==> config.mk <==
export PLATFORM = sky130hd
export DESIGN_NAME = lii_out_packer
export DESIGN_NICKNAME = d
export VERILOG_FILES = /design/src/rtl/lii_out_packer.sv
export SDC_FILE = /design/constraint.sdc
export NUM_CORES = 1
export LEC_CHECK = 0
export ABC_CLOCK_PERIOD_IN_PS = 2029
export BUFFER_PORTS_ARGS = -buffer_cell sky130_fd_sc_hd__buf_2
export CORE_UTILIZATION = 45
export CTS_BUF_LIST = sky130_fd_sc_hd__clkbuf_2
export CTS_CLUSTER_SIZE = 20
export DETAILED_ROUTE_END_ITERATION = 6
export PLACE_DENSITY = 0.78
export SLEW_MARGIN = 15
export SYNTH_ARGS = -nofsm -noshare
export SYNTH_HDL_FRONTEND = slang
export SYNTH_SLANG_ARGS = --single-unit
==> constraint.sdc <==
create_clock -name aclk -period 2.03 [get_ports aclk]
set_input_delay 0.406 -clock aclk [delete_from_list [all_inputs] [get_ports aclk]]
set_output_delay 0.406 -clock aclk [all_outputs]
set_load 0.005 [all_outputs]
==> src/rtl/lii_out_packer.sv <==
// lii_out_packer: joins NS kernel output streams into one word, buffers words in a
// DEPTH-entry FIFO and serialises each word onto a PW-bit LII phy channel as NB beats,
// most-significant beat first. The kernel clock enable follows real FIFO space, so the
// kernel may run ahead of phy back-pressure by up to DEPTH words.
module lii_out_packer #(
  parameter int unsigned NS     = 2,
  parameter int unsigned SW     = 16,
  parameter int unsigned PW     = 128,
  parameter int unsigned DEPTH  = 4,
  parameter logic [7:0]  SRC_ID = 8'h00,
  parameter logic [7:0]  DST_ID = 8'h01,
  localparam int unsigned TW    = NS * SW,
  localparam int unsigned NB    = (TW + PW - 1) / PW,
  localparam int unsigned CW    = $clog2(DEPTH + 1),
  localparam int unsigned BW    = (NB > 1) ? $clog2(NB) : 1
) (
  input  logic             aclk,
  input  logic             arst,
  input  logic [NS*SW-1:0] s_tdata,
  input  logic [NS-1:0]    s_tvalid,
  output logic [NS-1:0]    s_tready,
  output logic [PW-1:0]    lii_out_tdata,
  output logic             lii_out_tvalid,
  input  logic             lii_out_tready,
  output logic             lii_out_last,
  output logic [7:0]       lii_out_src,
  output logic [7:0]       lii_out_dst,
  output logic             ce,
  output logic [CW-1:0]    fifo_count
);

  localparam int unsigned AW = $clog2(DEPTH);
  // Stored word width: the packed word zero-extended to a whole number of beats.
  localparam int unsigned XW = NB * PW;
  localparam logic [CW-1:0] Full     = CW'(DEPTH);
  localparam logic [BW-1:0] LastBeat = BW'(NB - 1);

  logic [XW-1:0] mem_q [DEPTH];
  logic [AW-1:0] wr_ptr_q, wr_ptr_d;
  logic [AW-1:0] rd_ptr_q, rd_ptr_d;
  logic [CW-1:0] count_q, count_d;
  logic [BW-1:0] beat_q, beat_d;

  logic [XW-1:0] word_in;
  logic [XW-1:0] head;
  logic          push;
  logic          pop;
  logic          out_valid;
  logic          at_last;
  logic          beat_xfer;

  // Pack streams with stream 0 in the MSBs; upper bits beyond TW stay zero.
  always_comb begin
    word_in = '0;
    for (int i = 0; i < NS; i++) begin
      word_in[(NS - 1 - i) * SW +: SW] = s_tdata[i * SW +: SW];
    end
  end

  // Handshake decode. Full is taken from the registered count, so a pop in the same
  // cycle never frees a slot for a push (no bypass).
  always_comb begin
    push      = (&s_tvalid) & (count_q != Full) & ~arst;
    out_valid = (count_q != '0) & ~arst;
    at_last   = (beat_q == LastBeat);
    beat_xfer = out_valid & lii_out_tready;
    pop       = beat_xfer & at_last;
  end

  // Next-state for pointers, occupancy and beat index; reset discards any partial word.
  always_comb begin
    wr_ptr_d = wr_ptr_q;
    rd_ptr_d = rd_ptr_q;
    count_d  = count_q;
    beat_d   = beat_q;

    if (push) begin
      wr_ptr_d = wr_ptr_q + AW'(1);
    end
    if (pop) begin
      rd_ptr_d = rd_ptr_q + AW'(1);
    end

    if (push && !pop) begin
      count_d = count_q + CW'(1);
    end else if (!push && pop) begin
      count_d = count_q - CW'(1);
    end

    if (beat_xfer) begin
      beat_d = at_last ? '0 : beat_q + BW'(1);
    end

    if (arst) begin
      wr_ptr_d = '0;
      rd_ptr_d = '0;
      count_d  = '0;
      beat_d   = '0;
    end
  end

  // Control state registers.
  always_ff @(posedge aclk) begin
    wr_ptr_q <= wr_ptr_d;
    rd_ptr_q <= rd_ptr_d;
    count_q  <= count_d;
    beat_q   <= beat_d;
  end

  // Word storage; contents need no reset since occupancy gates every read.
  always_ff @(posedge aclk) begin
    if (push) begin
      mem_q[wr_ptr_q] <= word_in;
    end
  end

  // Select the current beat of the head word, most-significant beat at index 0.
  // Head and beat index only move on a transfer, so data holds while stalled.
  always_comb begin
    head          = mem_q[rd_ptr_q];
    lii_out_tdata = head[XW-1 -: PW];
    for (int k = 1; k < NB; k++) begin
      if (beat_q == BW'(k)) begin
        lii_out_tdata = head[(NB - k) * PW - 1 -: PW];
      end
    end
  end

  // Output drive.
  always_comb begin
    s_tready       = {NS{push}};
    ce             = push;
    lii_out_tvalid = out_valid;
    lii_out_last   = out_valid & at_last;
    lii_out_src    = SRC_ID;
    lii_out_dst    = DST_ID;
    fifo_count     = count_q;
  end

endmodule

==> impl_results.md, run 1 <==
* Routed WL at 10100 um
* Die Ht at 117 um
* Maxcap violations at 0
* Outcome: finished, violations left
* Synthesized flop and latch total at 137
* Leakage Power at 0.00278 uW
* Worst hold slack at 231 ps
* FF-to-FF path depth at 10
* Mapped cell area at 5960 um^2
* # setup viols final at 39
* Largest net degree at the start of global routing at 21
* Fin. Hold Viols at 0
* Vias in the first global route at 2770
* Met2 usage at 26.7%
* Fin. max-slew vios at 0
* Total CTS buffers at 17
* Worst VDD drop at 0.329 mV
* Die area at 13700 um^2
* WHS Path Cells at 4
* Worst reg2reg path startpoint: fifo_count[1]
* Antenna violations before repair at 0
* Period minus WS final at 2380 ps
* Worst Setup EP: lii_out_tdata[28]
* CTS HTree Levels at 4
* Tcrit/Tclk final at 117%
* Antenna viol nets, final at 0
* Finished Layout Cells at 668
* Wire per inst at 15.1 um
* Number of port buffers at 76
* Worst-Skew Late Latency at 660 ps
* Library cells used by synthesis at 29
* I/O Pins at 189
* R2R setup slack at -80 ps
* Via count at 2970
* Fraction of registers with async set/reset at 0%
* Filler cell count at 975
* Grt ovf at 0
* Clock Tree Root: clkbuf_2
* Clock buffer depth at 2
* Rows at 41
* Die X at 117 um
* Drt drc at 0
* Crit path max fanout at 11
* CTS Sinks at 137
* Failing checks: setup timing
* Global Route Usage Sum at 14.7%
* Worst setup path class: reg2out
* Dpl cells at 587
* RSZ-0062 raised after global routing: yes
* Core ar. at 12800 um^2
* Startpoint types: flip-flop
* Top Usage Layer GRT: met2
* Fin util at 56.9%
* M3 GR Usage at 4.99%
* Worst flop-to-flop path endpoint: fifo_count[2]
* Iteration-0 DRC Markers at 207
* Final Skew at 21.5 ps
* WP data required at 1620 ps
* DP HPWL at 6420 um
* Pwr dens at 875 nW/um^2
* First-pass GRT wire length at 14200 um
* CP Data Arrival Time at 1970 ps
* Avg Inst Size Synth at 17.9 um^2
* Worst Slack Setup Final at -349 ps
* Number of synthesized flops with an enable pin at 128
* Worst hold-check path type: in2reg
* Routability Congestion at 0.754
* Routed vias/inst at 4.45
* Synth Warn # at 0
* CTS tree: done
* Mapped Cells at 333
* CP Capture Type: output pin
* Starting Density at 46.6%
* Seq/Total Area, Yosys at 67.5%
* Predominant post-synthesis flop cell: edfxtp_1
* Setup TNS at -10790 ps
* Share of cells above drive strength 1 at 38.4%
* Post-layout net count at 525
* DR pass1 iterations at 4
* Met1 usage in global routing at 15.9%
* Layout area overhead at 22.0%
* Max Clock Freq at 420 MHz
* Clk pin slew, worst setup/hold paths at 180 ps
==> Yosys cell counts, types with 2 or more instances <==
cell      number  share of area, %
nor2_1         6              0.38
inv_1          3              0.19
and3_2         4              0.50
xor2_1         4              0.59
buf_1          3              0.19
nand3_1        2              0.17
buf_4        118                15
conb_1         2              0.13
mux4_2        32                12
ha_1           5               1.1
edfxtp_1     128                65
dfxtp_1        9               3.0
==> worst min-delay path by stage <==
stage / end / slack (ps) / start
global route: rd_ptr_q[1] / 170 / lii_out_tready
finish: flip-flop / 230 / lii_out_tready
floorplan: wr_ptr_q[0] / 480 / wr_ptr_q[0]
CTS: rd_ptr_q[0] / 90 / lii_out_tready
detailed placement: wr_ptr_q[0] / 520 / wr_ptr_q[0]
global placement: wr_ptr_q[0] / 490 / wr_ptr_q[0]
==> cells by family (layout without fill, tap and decap cells) <==
| family | count (synthesis) | in the layout | share of synthesized area [%] |
|---|---|---|---|
| mux | 33 | 33 | 12.3 |
| buf+inv | 126 | 178 | 15.4 |
| flops | 137 | 137 | 67.5 |
| simple gates | 19 | 19 | 1.95 |
| fa+ha+maj | 6 | 6 | 1.39 |
| xor+xnor | 4 | 4 | 0.588 |
| compound gates | 6 | 6 | 0.735 |
| other cells | 2 | 113 | 0.126 |
==> layer usage <==
metal	vias to the layer above	wire (um)
met5	-	0
met4	0	199
met3	17	679
met2	148	5410
met1	1478	3800
li1	1327	-
==> sequential cells by signal, summed over array words and instances, names as in the netlist, named ones only <==
register / flops
mem_q: 128
fifo_count: 3
rd_ptr_q: 2
wr_ptr_q: 2
==> report_power, final <==
| part | internal [uW] | switching (uW) |
|---|---|---|
| combinational | 685 | 495 |
| clock | 1040 | 930 |
| sequential | 3160 | 44.2 |
| total | 4890 | 1470 |
==> critical path: stages, from the launching register on <==
cell and delay (ps):
dfxtp_4 460, buf_12 170, mux4_2 530, buf_2 150
==> through the flow <==
| stage | power (uW) | worst slack (ps) | cell area [um^2] |
|---|---|---|---|
| after floorplan | 3990 | 3.08 | 6400 |
| after global placement | 4160 | -38.0 | 6340 |
| after detailed placement | 4190 | -76.9 | 6340 |
| after CTS | 6350 | -463 | 7170 |
| after global routing | 6630 | -481 | 7270 |
| final | 6360 | -349 | 7270 |
==> area by class of cell <==
| type | count | area, um^2 | share of cell area [%] |
|---|---|---|---|
| antenna | 1 | 2.50 | 0.0344 |
| clock buffer | 17 | 85.1 | 1.17 |
| clock inverter | 15 | 230 | 3.17 |
| inverter | 3 | 11.3 | 0.155 |
| multi-input combinational | 180 | 1480 | 20.4 |
| sequential | 137 | 4030 | 55.5 |
| tap | 172 | 215 | 2.96 |
| timing repair buffer | 143 | 1210 | 16.7 |
==> placed cells by master (no fill, tap or decap), types with 10 or more instances in the layout <==
| cell type | Yosys | layout |
|---|---|---|
| buf_12 | 0 | 10 |
| buf_2 | 1 | 66 |
| buf_4 | 118 | 13 |
| buf_6 | 0 | 20 |
| clkbuf_2 | 0 | 17 |
| conb_1 | 2 | 112 |
| dlygate4sd3_1 | 0 | 33 |
| edfxtp_1 | 128 | 128 |
| mux4_2 | 32 | 32 |
==> timing repair <==
action	in CTS	in global routing
setup endpoints to repair	38	39
hold endpoints to repair	136	0
setup buffers	9	7
pin swaps	10	6
cloned	1	0
resized for setup	21	13
hold buffers	33	0
No activity file was read; power rests on OpenSTA's default activity.
==> run 2, diff against run 1 <==
--- a/config.mk
+++ b/config.mk
@@ -6,9 +6,10 @@
 export NUM_CORES = 1
 export LEC_CHECK = 0
 export ABC_CLOCK_PERIOD_IN_PS = 2029
-export BUFFER_PORTS_ARGS = -buffer_cell sky130_fd_sc_hd__buf_2
+export BUFFER_PORTS_ARGS = -buffer_cell sky130_fd_sc_hd__buf_4
 export CORE_UTILIZATION = 45
 export CTS_BUF_LIST = sky130_fd_sc_hd__clkbuf_2
+export CTS_CLUSTER_DIAMETER = 60
 export CTS_CLUSTER_SIZE = 20
 export DETAILED_ROUTE_END_ITERATION = 6
 export PLACE_DENSITY = 0.78
==> run 2 against run 1 <==
Against the previous run:
- the run still ends with setup timing left
- flip-flop and latch count is the same
- core utilization grew 0.33 points
- clock skew grew 0.99 ps
- hold slack gained 39 ps
- maximum frequency grew 2.0%
- power shrank 3.8%
- wire length shrank 1.6%
- clock power shrank 18%
- global-route usage grew 0.33 points
- non-clock buffer count shrank 4
- critical path type unchanged
==> impl_results.md, run 2 (synthesis results as in run 1) <==
* Sw Share at 24.3% (+1.1 points)
* Fin. Hold Viols at 0 (unchanged)
* Failing checks: setup timing
* First-pass GRT wire length at 14700 um (+3.1%)
* FF-to-FF path depth at 10 (unchanged)
* Die Ht at 117 um (unchanged)
* Leakage Power at 0.00278 uW (+0.14%)
* Global Route Usage Sum at 15.1% (+0.33 points)
* Seq pwr share at 52.4% (+1.9 points)
* DR pass1 iterations at 4 (unchanged)
* CTS Sinks at 137 (unchanged)
* Logic pwr share at 21.3% (+2.7 points)
* Largest net degree at the start of global routing at 21 (unchanged)
* Worst setup path class: reg2out
* Share of cells above drive strength 1 at 38.3% (-0.095 points)
* Top reg by flops: mem_q
* Maxcap violations at 0 (unchanged)
* CTS tree: done
* Pwr dens at 837 nW/um^2 (-4.3%)
* Crit path max fanout at 12 (+1)
* Starting Density at 46.6% (unchanged)
* Layout area overhead at 22.7%
* Post-layout net count at 521 (-0.76%)
* CP Data Arrival Time at 1930 ps (-40 ps)
* Worst flop-to-flop path endpoint: fifo_count[2]
* Iteration-0 DRC Markers at 215 (+3.9%)
* Worst-Skew Late Latency at 640 ps (-20 ps)
* Commonest non-fill, non-tap cell in the layout: edfxtp_1
* Clock Tree Root: clkbuf_2
* R2R setup slack at -60 ps (+20 ps)
* Number of port buffers at 76 (unchanged)
* Via count at 2929 (-1.4%)
* Period minus WS final at 2330 ps (-47.1 ps)
* Outcome: finished, violations left
* Dpl cells at 587 (unchanged)
* Worst hold-check path type: in2reg
* # setup viols final at 36 (-7.7%)
* Worst Slack Setup Final at -302 ps (+47.1 ps)
* DP HPWL at 6240 um (-2.8%)
* Antenna violations before repair at 0 (unchanged)
* Vias in the first global route at 2918 (+5.3%)
* CTS HTree Levels at 4 (unchanged)
* WP data required at 1620 ps (about the same)
* Final Skew at 22.5 ps (+0.992 ps)
* Worst Max-Slew Pin Slew at 490 ps
* RSZ-0062 raised after global routing: yes
* Slew HR at 66.9%
* Tcrit/Tclk final at 115% (-2.3 points)
* Max Clock Freq at 429 MHz (+2.0%)
* Worst Setup EP: lii_out_tdata[14]
* Worst reg2reg path startpoint: fifo_count[2]
* Rows at 41 (unchanged)
* Wire per inst at 14.9 um (-1.0%)
* Die X at 117 um (unchanged)
* Clock buffer depth at 2 (unchanged)
* Worst VDD drop at 0.307 mV (-6.6%)
* Fin util at 57.2% (+0.33 points)
* Routed WL at 9920 um (-1.6%)
* Finished Layout Cells at 664 (-0.60%)
* Startpoint types: flip-flop
* Routed vias/inst at 4.41 (-0.79%)
* Most frequent cells in the layout: edfxtp_1 (128), conb_1 (112), buf_4 (63)
* Clock power frac at 26.3% (-4.7 points)
* Total CTS buffers at 17 (unchanged)
* Fin. max-slew vios at 0 (unchanged)
* Internal Power at 4630 uW (-5.2%)
* Max FFs per register at 128 (unchanged)
* Routability Congestion at 0.723 (-4.0%)
* Die area at 13700 um^2 (unchanged)
* Antenna viol nets, final at 0 (unchanged)
* Grt ovf at 0 (unchanged)
* I/O Pins at 189 (unchanged)
* Clk pin slew, worst setup/hold paths at 190 ps (about the same)
* Net Switching at 1480 uW (+0.99%)
* CP Capture Type: output pin
* Core ar. at 12800 um^2 (unchanged)
* Drt drc at 0 (unchanged)
## run 2: cell types whose count changed in the layout (fill, tap and decap cells not counted), sizes merged
cell / delta
buf: -5
bufinv: -3
clkbuf: +3
clkinv: -2
clkinvlp: +2
inv: +1
## run 2: worst min path at each step
stage / end / cells past startpoint / start
finish: rd_ptr_q[1] / 4 / lii_out_tready
global route: flip-flop / 5 / lii_out_tready
CTS: fifo_count[2] / 3 / arst
detailed placement: wr_ptr_q[0] / 2 / wr_ptr_q[0]
global placement: wr_ptr_q[0] / 2 / wr_ptr_q[0]
floorplan: wr_ptr_q[0] / 2 / wr_ptr_q[0]
## run 2: layout make-up
type                            count  area [um^2]
Clock inverter                     13          153
Clock buffer                       19         95.1
Multi-Input combinational cell    180         1470
Tap cell                          172          215
Inverter                            3         11.3
Antenna cell                        1         2.50
Sequential cell                   137         4030
Fill cell                         947         5460
Timing Repair Buffer              139         1330
## run 2: what timing repair did
item | CTS | global route
pin swaps | 9 | 6
cloned | 0 | 1
resized for setup | 45 | 4
setup buffers | 6 | 4
hold endpoints to repair | 128 | 3
endpoints found under the setup margin | 36 | 38
hold buffers | 32 | 1
## run 2: metrics by stage
stage	total power, uW	setup slack (ps)	area (um^2)	hold WS, ps	TNS (ps)
2_1_floorplan	3990	3.08	6400	477	0
5_1_grt	6430	-450	7310	183	-14910
4_1_cts	6110	-419	7230	3.24	-12850
3_5_place_dp	4290	-86.2	6450	524	-86.2
6_report	6120	-302	7310	270	-9520
3_3_place_gp	4260	-44.7	6450	491	-44.7
## run 2: routing by layer
layer  up-vias  global-route usage (%)  wire length, um
li1       1318                       -                -
met1      1460                    16.7             3900
met2       144                    26.8             5320
met3         7                    5.10              590
met4         0                    5.91              106
met5         -                       0                0
## run 2: power groups by stage
| stage | Clock (uW) | Sequential (uW) | Combinational, uW |
|---|---|---|---|
| after detailed placement | 0 | 3260 | 1030 |
| after global placement | 0 | 3260 | 1000 |
| after floorplan | 0 | 3260 | 731 |
| final | 1610 | 3210 | 1300 |
| after CTS | 1660 | 3200 | 1250 |
| after global routing | 1800 | 3210 | 1420 |
## run 2: critical path: stages (launching register included)
cell and delay [ps]:
dfxtp_4 440, buf_12 180, mux4_2 540, buf_6 140
